--- src/rtl/motores_pkg.sv ---
// -----------------------------------------------------------------------------
// motores_pkg
//   Shared definitions for the dual-axis stepper driver.
//   - Direction code constants used by the upstream movement controller.
//   - Full-step and half-step coil tables, packed with phase 0 in the LSBs.
//   - Phase index width and coil lookup, both selected by the build macro
//     HALF_STEP_EN (defined: 8-phase half stepping, undefined: 4-phase full
//     stepping).
// -----------------------------------------------------------------------------
package motores_pkg;

  // Direction codes. 2'b10 is not named; it is treated as stop.
  localparam logic [1:0] DIR_STOP = 2'b00;
  localparam logic [1:0] DIR_CW   = 2'b01;
  localparam logic [1:0] DIR_CCW  = 2'b11;

  // Coil tables, entry n lives at bits [4n+3:4n].
  // Full step : 1100, 0110, 0011, 1001
  localparam logic [15:0] FULL_STEP_TABLE = {4'b1001, 4'b0011, 4'b0110, 4'b1100};
  // Half step : 1000, 1100, 0100, 0110, 0010, 0011, 0001, 1001
  localparam logic [31:0] HALF_STEP_TABLE = {4'b1001, 4'b0001, 4'b0011, 4'b0010,
                                             4'b0110, 4'b0100, 4'b1100, 4'b1000};

`ifdef HALF_STEP_EN
  localparam int PHASE_W = 3;
`else
  localparam int PHASE_W = 2;
`endif

  typedef logic [PHASE_W-1:0] phase_t;

  // Coil pattern for a given phase index of the active table.
  function automatic logic [3:0] coil_pattern(input phase_t phase);
`ifdef HALF_STEP_EN
    return HALF_STEP_TABLE[{phase, 2'b00} +: 4];
`else
    return FULL_STEP_TABLE[{phase, 2'b00} +: 4];
`endif
  endfunction

endpackage : motores_pkg

--- src/rtl/eje_paso.sv ---
// -----------------------------------------------------------------------------
// eje_paso
//   One stepper axis: phase index, 16-bit position, idle counter, soft limit
//   flag and registered coil pattern. Everything advances only on `tick`.
//
// Ports
//   clk     in   1  system clock
//   rst_n   in   1  asynchronous active-low reset
//   tick    in   1  one-cycle step strobe from the shared prescaler
//   dir     in   2  direction code (00/10 stop, 01 CW, 11 CCW)
//   coils   out  4  registered coil drive pattern
//   pos     out 16  registered position count
//   limit   out  1  high while pos equals POS_MIN or POS_MAX
//
// Build option: HALF_STEP_EN (via motores_pkg) selects the 8-phase table.
// -----------------------------------------------------------------------------
module eje_paso
  import motores_pkg::*;
#(
  parameter logic [15:0] POS_MIN    = 16'd0,
  parameter logic [15:0] POS_MAX    = 16'd3600,
  parameter logic [15:0] POS_HOME   = 16'd0,
  parameter int unsigned HOLD_TICKS = 8
) (
  input  logic        clk,
  input  logic        rst_n,
  input  logic        tick,
  input  logic [1:0]  dir,
  output logic [3:0]  coils,
  output logic [15:0] pos,
  output logic        limit
);

  localparam logic [7:0] HOLD_LAST = 8'(HOLD_TICKS);

  phase_t      phase_q, phase_d;
  logic [15:0] pos_q,   pos_d;
  logic [7:0]  idle_q,  idle_d;
  logic [3:0]  coils_q, coils_d;
  logic        step_cw;
  logic        step_ccw;

  always_comb begin
    // Limit checks come before the update, so pos never wraps.
    step_cw  = tick && (dir == DIR_CW)  && (pos_q < POS_MAX);
    step_ccw = tick && (dir == DIR_CCW) && (pos_q > POS_MIN);

    phase_d = phase_q;
    pos_d   = pos_q;
    idle_d  = idle_q;
    coils_d = coils_q;

    if (step_cw) begin
      phase_d = phase_q + phase_t'(1);
      pos_d   = pos_q + 16'd1;
      idle_d  = 8'd0;
      coils_d = coil_pattern(phase_d);
    end else if (step_ccw) begin
      phase_d = phase_q - phase_t'(1);
      pos_d   = pos_q - 16'd1;
      idle_d  = 8'd0;
      coils_d = coil_pattern(phase_d);
    end else if (tick) begin
      // Idle tick: count up to HOLD_TICKS, then release the coils.
      // The phase index is kept so the next step continues the sequence.
      if (idle_q < HOLD_LAST) begin
        idle_d = idle_q + 8'd1;
      end
      if (idle_d == HOLD_LAST) begin
        coils_d = 4'b0000;
      end
    end
  end

  always_ff @(posedge clk or negedge rst_n) begin
    if (!rst_n) begin
      phase_q <= '0;
      pos_q   <= POS_HOME;
      idle_q  <= 8'd0;
      coils_q <= 4'b0000;
    end else begin
      phase_q <= phase_d;
      pos_q   <= pos_d;
      idle_q  <= idle_d;
      coils_q <= coils_d;
    end
  end

  assign coils = coils_q;
  assign pos   = pos_q;
  assign limit = (pos_q == POS_MIN) || (pos_q == POS_MAX);

endmodule : eje_paso

--- src/rtl/driver_motores_paso.sv ---
// -----------------------------------------------------------------------------
// driver_motores_paso
//   Dual-axis stepper driver. A shared prescaler produces a one-cycle tick
//   every STEP_DIV clocks; the teta (vertical) and fi (horizontal) axes each
//   sample their direction code on that tick and sequence their coils.
//
// Ports
//   clk           in   1  system clock
//   rst_n         in   1  asynchronous active-low reset
//   s_out_teta    in   2  teta direction code
//   s_out_fi      in   2  fi direction code
//   bobinas_teta  out  4  teta coil pattern (registered)
//   bobinas_fi    out  4  fi coil pattern (registered)
//   teta_actual   out 16  teta position count
//   fi_actual     out 16  fi position count
//   limite_teta   out  1  teta at POS_MIN or POS_MAX
//   limite_fi     out  1  fi at POS_MIN or POS_MAX
//
// Build option: define HALF_STEP_EN for 8-phase half stepping; the default
// build uses the 4-phase full-step table.
// -----------------------------------------------------------------------------
module driver_motores_paso
  import motores_pkg::*;
#(
  parameter int unsigned STEP_DIV   = 50000,
  parameter logic [15:0] POS_MIN    = 16'd0,
  parameter logic [15:0] POS_MAX    = 16'd3600,
  parameter logic [15:0] POS_HOME   = 16'd0,
  parameter int unsigned HOLD_TICKS = 8
) (
  input  logic        clk,
  input  logic        rst_n,
  input  logic [1:0]  s_out_teta,
  input  logic [1:0]  s_out_fi,
  output logic [3:0]  bobinas_teta,
  output logic [3:0]  bobinas_fi,
  output logic [15:0] teta_actual,
  output logic [15:0] fi_actual,
  output logic        limite_teta,
  output logic        limite_fi
);

  localparam logic [15:0] DIV_LAST = 16'(STEP_DIV - 1);

  // ---------------------------------------------------------------------------
  // Shared step-rate prescaler: 0..STEP_DIV-1, tick on the last count.
  // ---------------------------------------------------------------------------
  logic [15:0] presc_q, presc_d;
  logic        tick;

  always_comb begin
    tick    = (presc_q == DIV_LAST);
    presc_d = tick ? 16'd0 : presc_q + 16'd1;
  end

  always_ff @(posedge clk or negedge rst_n) begin
    if (!rst_n) begin
      presc_q <= 16'd0;
    end else begin
      presc_q <= presc_d;
    end
  end

  // ---------------------------------------------------------------------------
  // Axis array: index 0 = teta, index 1 = fi.
  // ---------------------------------------------------------------------------
  logic [1:0]  dir_arr   [2];
  logic [3:0]  coils_arr [2];
  logic [15:0] pos_arr   [2];
  logic        limit_arr [2];

  assign dir_arr[0] = s_out_teta;
  assign dir_arr[1] = s_out_fi;

  generate
    for (genvar gi = 0; gi < 2; gi++) begin : g_eje
      eje_paso #(
        .POS_MIN    (POS_MIN),
        .POS_MAX    (POS_MAX),
        .POS_HOME   (POS_HOME),
        .HOLD_TICKS (HOLD_TICKS)
      ) u_eje (
        .clk   (clk),
        .rst_n (rst_n),
        .tick  (tick),
        .dir   (dir_arr[gi]),
        .coils (coils_arr[gi]),
        .pos   (pos_arr[gi]),
        .limit (limit_arr[gi])
      );
    end
  endgenerate

  assign bobinas_teta = coils_arr[0];
  assign teta_actual  = pos_arr[0];
  assign limite_teta  = limit_arr[0];
  assign bobinas_fi   = coils_arr[1];
  assign fi_actual    = pos_arr[1];
  assign limite_fi    = limit_arr[1];

endmodule : driver_motores_paso

--- config.mk ---
export PLATFORM = sky130hd
export DESIGN_NAME = driver_motores_paso
export DESIGN_NICKNAME = d
export VERILOG_FILES = /design/src/rtl/motores_pkg.sv /design/src/rtl/eje_paso.sv /design/src/rtl/driver_motores_paso.sv
export SDC_FILE = /design/constraint.sdc
export NUM_CORES = 1
export LEC_CHECK = 0
export ABC_AREA = 1
export CAP_MARGIN = 20
export CORE_UTILIZATION = 60
export DETAILED_ROUTE_END_ITERATION = 6
export PLACE_DENSITY_LB_ADDON = 0.1
export SYNTH_ARGS = -nofsm -noshare
export SYNTH_HDL_FRONTEND = slang
export SYNTH_HIERARCHICAL = 1
export SYNTH_SLANG_ARGS = --single-unit
--- constraint.sdc ---
create_clock -name clk -period 6.4 [get_ports clk]
set_input_delay 1.28 -clock clk [delete_from_list [all_inputs] [get_ports clk]]
set_output_delay 1.28 -clock clk [all_outputs]
set_load 0.02 [all_outputs]
# Word level (Yosys, flattened, before mapping)
# Cells that the tools add are included.
# classes
div	0
n_mux	31
bitwise	0
n_eq_ne	9
magnitude_cmp	6
mul	0
shift	4
reduce_logical	20
add_sub_neg	11
# op_table
cell	n
$mux 8	14
$mux 16	5
$shiftx 16x5->4 const A	4
$add 16x1->16 const B	3
$eq 16x12->1 const B	2
$gt 16x1->1 const B	2
$logic_not 16->1	2
$lt 16x12->1 const B	2
$mux 4	8
$sub 16x1->16 const B	2
$add 8x1->8 const B	2
$eq 16x16->1 const B	1
$eq 8x4->1 const B	2
$lt 8x4->1 const B	2
$reduce_bool 3->1	4
$logic_and 1x1->1	8
$mux 2	4
$add 2x1->2 const B	2
$eq 2x1->1 const B	2
$eq 2x2->1 const B	2
$reduce_and 2->1	2
$reduce_bool 2->1	2
$sub 2x1->2 const B	2
$logic_or 1x1->1	2
# word_totals
ram_bits	0
reg_bits	76
latch_bits	0
in_bits	6
memories	0
rom_bits	0

# Depth between registers and ports, before layout
# depth
depth_word	10
ltp_mapped	21
mapped_depth_nobuf	21

# By module
# Netlist, hierarchy kept.
# by_module_without_submodules
module	cells_each	area_per_inst_um2	n_inst	seq_area_each_um2
eje_paso at g_eje[0].u_eje	351	2376.0	1	750.7
eje_paso at g_eje[1].u_eje	335	2366.0	1	750.7
driver_motores_paso	121	877.1	1	400.4

# Worst setup path before layout
# Ideal clock, no wire load.
# synth_path
kind	input-to-reg
from	input port s_out_teta[1]
to	register g_eje[0].u_eje.pos_q[15]
slack_ns	3.309
path_buffers	0
setup_time_ns	0.117
arrival_time_ns	2.974
required_ns	6.283
path_stages	14
path_cell_list	inv_1 > nand3_2 > nor2_2 > nand3_4 > ha_1 > or2_2 > nand3_1 > nand2_1 > nand2_1 > nand2_1 > nand2_1 > nand2_1 > nand2_1 > nand2_1
# synth_between
elab_chain_cells	4
word_cells_on_any_way	8
# synth_rtl
element	line_no	rtl
start, declared	driver_motores_paso.sv:33	input logic [1:0] s_out_teta,
$eq 2x1->1 / $eq 2x2->1 (equally long branches)	eje_paso.sv:45, eje_paso.sv:46	
$logic_and 1x1->1, on equally long branches (2 in series)	eje_paso.sv:45, eje_paso.sv:46	
$mux 16 / $reduce_bool 2->1 (equally long branches)	n/a	
end signal, assigned	eje_paso.sv:83	pos_q <= pos_d;
end, declared	eje_paso.sv:37	logic [15:0] pos_q, pos_d;
# Several ways; a longest one is shown, not always the timed one.
# A chain may end at the register's enable or synchronous reset.

# Worst setup path in the final report
# layout_path
from	input port s_out_fi[0]
to	register g_eje[1].u_eje.pos_q[15]
# layout_between
elab_chain_cells	4
word_cells_on_any_way	8
# layout_rtl
element	line_no	rtl
start, declared	driver_motores_paso.sv:34	input logic [1:0] s_out_fi,
$eq 2x1->1 / $eq 2x2->1 (equally long branches)	eje_paso.sv:45, eje_paso.sv:46	
$logic_and 1x1->1, on equally long branches (2 in series)	eje_paso.sv:45, eje_paso.sv:46	
$mux 16 / $reduce_bool 2->1 (equally long branches)	n/a	
end signal, assigned	eje_paso.sv:83	
end, declared	eje_paso.sv:37	
# Several ways; a longest one is shown, not always the timed one.

==> impl_metrics.tcl <==
set metrics [dict create \
    status "finished clean" \
    area_growth_pct 13.07 \
    synth_cells 807 \
    drt-total-wl_um 12730 \
    fillers 759 \
    power_frac_seq 0.536 \
    power_frac_comb 0.014 \
    grt_pass1_vias 4833 \
    synthAdderAreaFrac 0.08061 \
    fin_cells 970 \
    clk_path_buf_depth 2 \
    setup_violations 0 \
    nets 899 \
    crit_path_end_kind "flop" \
    vias 5138 \
    synth_cell_type_count 40 \
    layout-drive-gt1-share 0.05916 \
    firstDrtPassIters 5 \
    multiInputGateArea_um2 3146 \
    syn_area_um2 5619 \
    h-tree-depth 3 \
    cts_resized 0 \
    arrival_ns 3.74 \
    synth_top_family_by_area "simple AND/OR/NAND/NOR gates" \
    initial_core_util 0.6320 \
    clock_latency_ns 0.34 \
    finalHoldWorstSlack_ns 0.5051 \
    hpwlAfterDp_um 9516 \
    fin_worst_skew_ns 0.01030 \
    clkTransAtPathRegs_ns 0.08 \
    timing.fmax_mhz 285.5 \
    layout_min_cycle_time_ns 3.503 \
    synth_xor_xnor_area_share 0.04008 \
    ant_nets 0 \
    critical-path-top-delay-family "simple AND/OR/NAND/NOR gates" \
    synthMuxAreaShare 0 \
    tns_ns 0 \
    leakagePower_nw 3.441 \
    antenna_found_initial 0 \
    critical_path.startpoint_type "primary input" \
    post-cts-setup-buffer-count 0 \
    cts-hold-fix-buffers 0 \
    num_rows 34 \
    grt_max_degree 77 \
    cpMaxStageDelayCell "ha_1" \
    grt-ovfl-total 0 \
    die_area_um2 9757 \
    die_h_um 98.78 \
    slew_headroom 0.3639 \
    pwr-share-clk 0.450 \
    placed_cells 955 \
    numCtsBuffers 9 \
    worstPathRequired_ns 6.64 \
    diodes 0 \
    num_io_pins 48 \
    grt_first_pass_wirelength_um 21770 \
    cts_tree "done" \
    regArea_um2 1902 \
    crit_type "primary input to flop" \
    route.detailed.drc 0 \
    worstPathCellList "clkdlybuf4s50_1 -> nand2_1 -> nor3_4 -> nand3_4 -> ha_1 -> nand2_1 -> nor2_1 -> nand3_1 -> nand2_1 -> nand3_1 -> nand2_1 -> nand2_1 -> nand3_1 -> nand2_1" \
    p_int_mw 0.7005 \
    grtUsageTotal 0.2766 \
    worst_pin_slew_ns 0.9542 \
    critPathMaxFanout 22 \
    hp-class "flop to flop" \
    final_cell_mix "nand2_1 (264), inv_1 (121), dfrtp_1 (76)" \
    yosys_warnings 6 \
    cts_sinks 76 \
    syn-mean-instance-area_um2 6.963 \
    yosysSeqAreaShare 0.3385 \
    ir_drop_v 0.00009297 \
    critical_path.max_stage_delay_ns 0.48 \
    synth_compound_area_frac 0.06480 \
    cp_common_cell "nand2_1" \
    synth-simple-area-share 0.3743 \
    power.switching_mw 0.1948 \
    power_density_nw_per_um2 140.9 \
    via_per_inst 5.297 \
    mappedNetlistNets 848 \
    period_share 0.5474 \
    synth-seq-cells 76 \
    swShare 0.2176 \
    core_um2 8891 \
    final_common_cell "nand2_1" \
    place_congestion 0.9326 \
    finalHoldViolCount 0 \
    drt_iter0_drc 286 \
    drv_slew 0 \
    critPathBufInv 1 \
    maxCapViolations 0 \
    cts_root_buf "clkbuf_8" \
    wire_per_inst_um 13.12 \
    rsz0062_at_grt "no" \
    die_w_um 98.78 \
    port_buffers 47 \
]
[cell families after synthesis]
| kind of cell | after synthesis |
|---|---|
| adder cells (fa/ha/maj) | 35 |
| flip-flops | 76 |
| AO/OA/AOI/OAI | 67 |
| buffers and inverters | 134 |
| XOR/XNOR | 24 |
| AND/OR/NAND/NOR | 471 |
[registers in the layout (all words and copies together) (netlist names)]
name and flops:
presc_q 16, g_eje.u_eje/idle_q 16, g_eje.u_eje/pos 32, g_eje.u_eje/phase_q 4, g_eje.u_eje/coils 8
[synthesized netlist by cell type (all sizes together)]
cell type | count | area, µm²
nand2 | 272 | 1079
inv | 126 | 485.5
nor2 | 82 | 325.3
nand3 | 79 | 440.4
dfrtp | 76 | 1902
o21ai | 34 | 177.7
ha | 33 | 412.9
a21oi | 26 | 133.9
nand4 | 13 | 81.33
nor3 | 13 | 92.59
xnor2 | 12 | 105.1
xor2 | 12 | 120.1
nand3b | 8 | 60.06
buf | 7 | 82.57
and2 | 3 | 18.77
o21bai | 3 | 22.52
fa | 2 | 40.04
a31oi | 1 | 6.260
clkinv | 1 | 3.750
o21a | 1 | 7.510
o31ai | 1 | 7.510
o41ai | 1 | 8.760
or2 | 1 | 6.260
[worst paths after layout]
| check | start | endpoint | slack (ns) | cells past startpoint |
|---|---|---|---|---|
| worst max-delay path | s_out_fi[0] | g_eje[1].u_eje/pos[15] | 2.90 | 14 |
| worst min-delay path | presc_q[0] | presc_q[0] | 0.51 | 1 |
| worst max register to register | presc_q[0] | g_eje[1].u_eje/pos[15] | 2.90 | 18 |
| worst min register to register | presc_q[0] | presc_q[0] | 0.51 | 1 |
| max in group asynchronous | rst_n | g_eje[0].u_eje/pos[10] | 4.70 | 1 |
| min in group asynchronous | rst_n | presc_q[8] | 1.09 | 1 |
[layout make-up]
type	instances	area share
clock inverter	6	0.01418
multi-input combinational	597	0.4951
inverter	127	0.07700
tap	108	0.02127
timing repair buffer	47	0.07365
clock buffer	9	0.01950
sequential	76	0.2993
[metrics by stage]
| step | setup WS, ns | power [mW] | utilization | instance area [µm²] |
|---|---|---|---|---|
| after CTS | 2.877 | 0.9072 | 0.7146 | 6354 |
| after detailed placement | 2.531 | 0.5029 | 0.6905 | 6140 |
| after global placement | 2.643 | 0.5026 | 0.6905 | 6140 |
| after global routing | 2.593 | 0.9227 | 0.7146 | 6354 |
| final | 2.897 | 0.8953 | 0.7146 | 6354 |
| after floorplan | 3.309 | 0.4897 | - | 5619 |
[routing by layer]
metal  vias up  global-route usage  routed length, µm
met4         0             0.08496                167
li1       2646                   -                  -
met3        17             0.03191                498
met2       112              0.4583               5940
met1      2363              0.3814               6123
met5         -                   0                  0
[power by group through the flow]
stage | Combinational [mW] | Sequential, mW | Clock (mW)
after detailed placement | 0.0136 | 0.489 | 0
after global placement | 0.0133 | 0.489 | 0
after global routing | 0.0149 | 0.480 | 0.428
after CTS | 0.0137 | 0.480 | 0.414
final | 0.0126 | 0.480 | 0.403
after floorplan | 0.000291 | 0.489 | 0
[worst reg2reg max path: cells and delay by family, from the launching register on]
family | cells | cell delay, ns
buffers and inverters | 1 | 0.27
adder cells (fa/ha/maj) | 2 | 0.71
AND/OR/NAND/NOR | 15 | 2.03
flip-flops | 1 | 0.40
No activity file was read; power rests on OpenSTA's default activity.
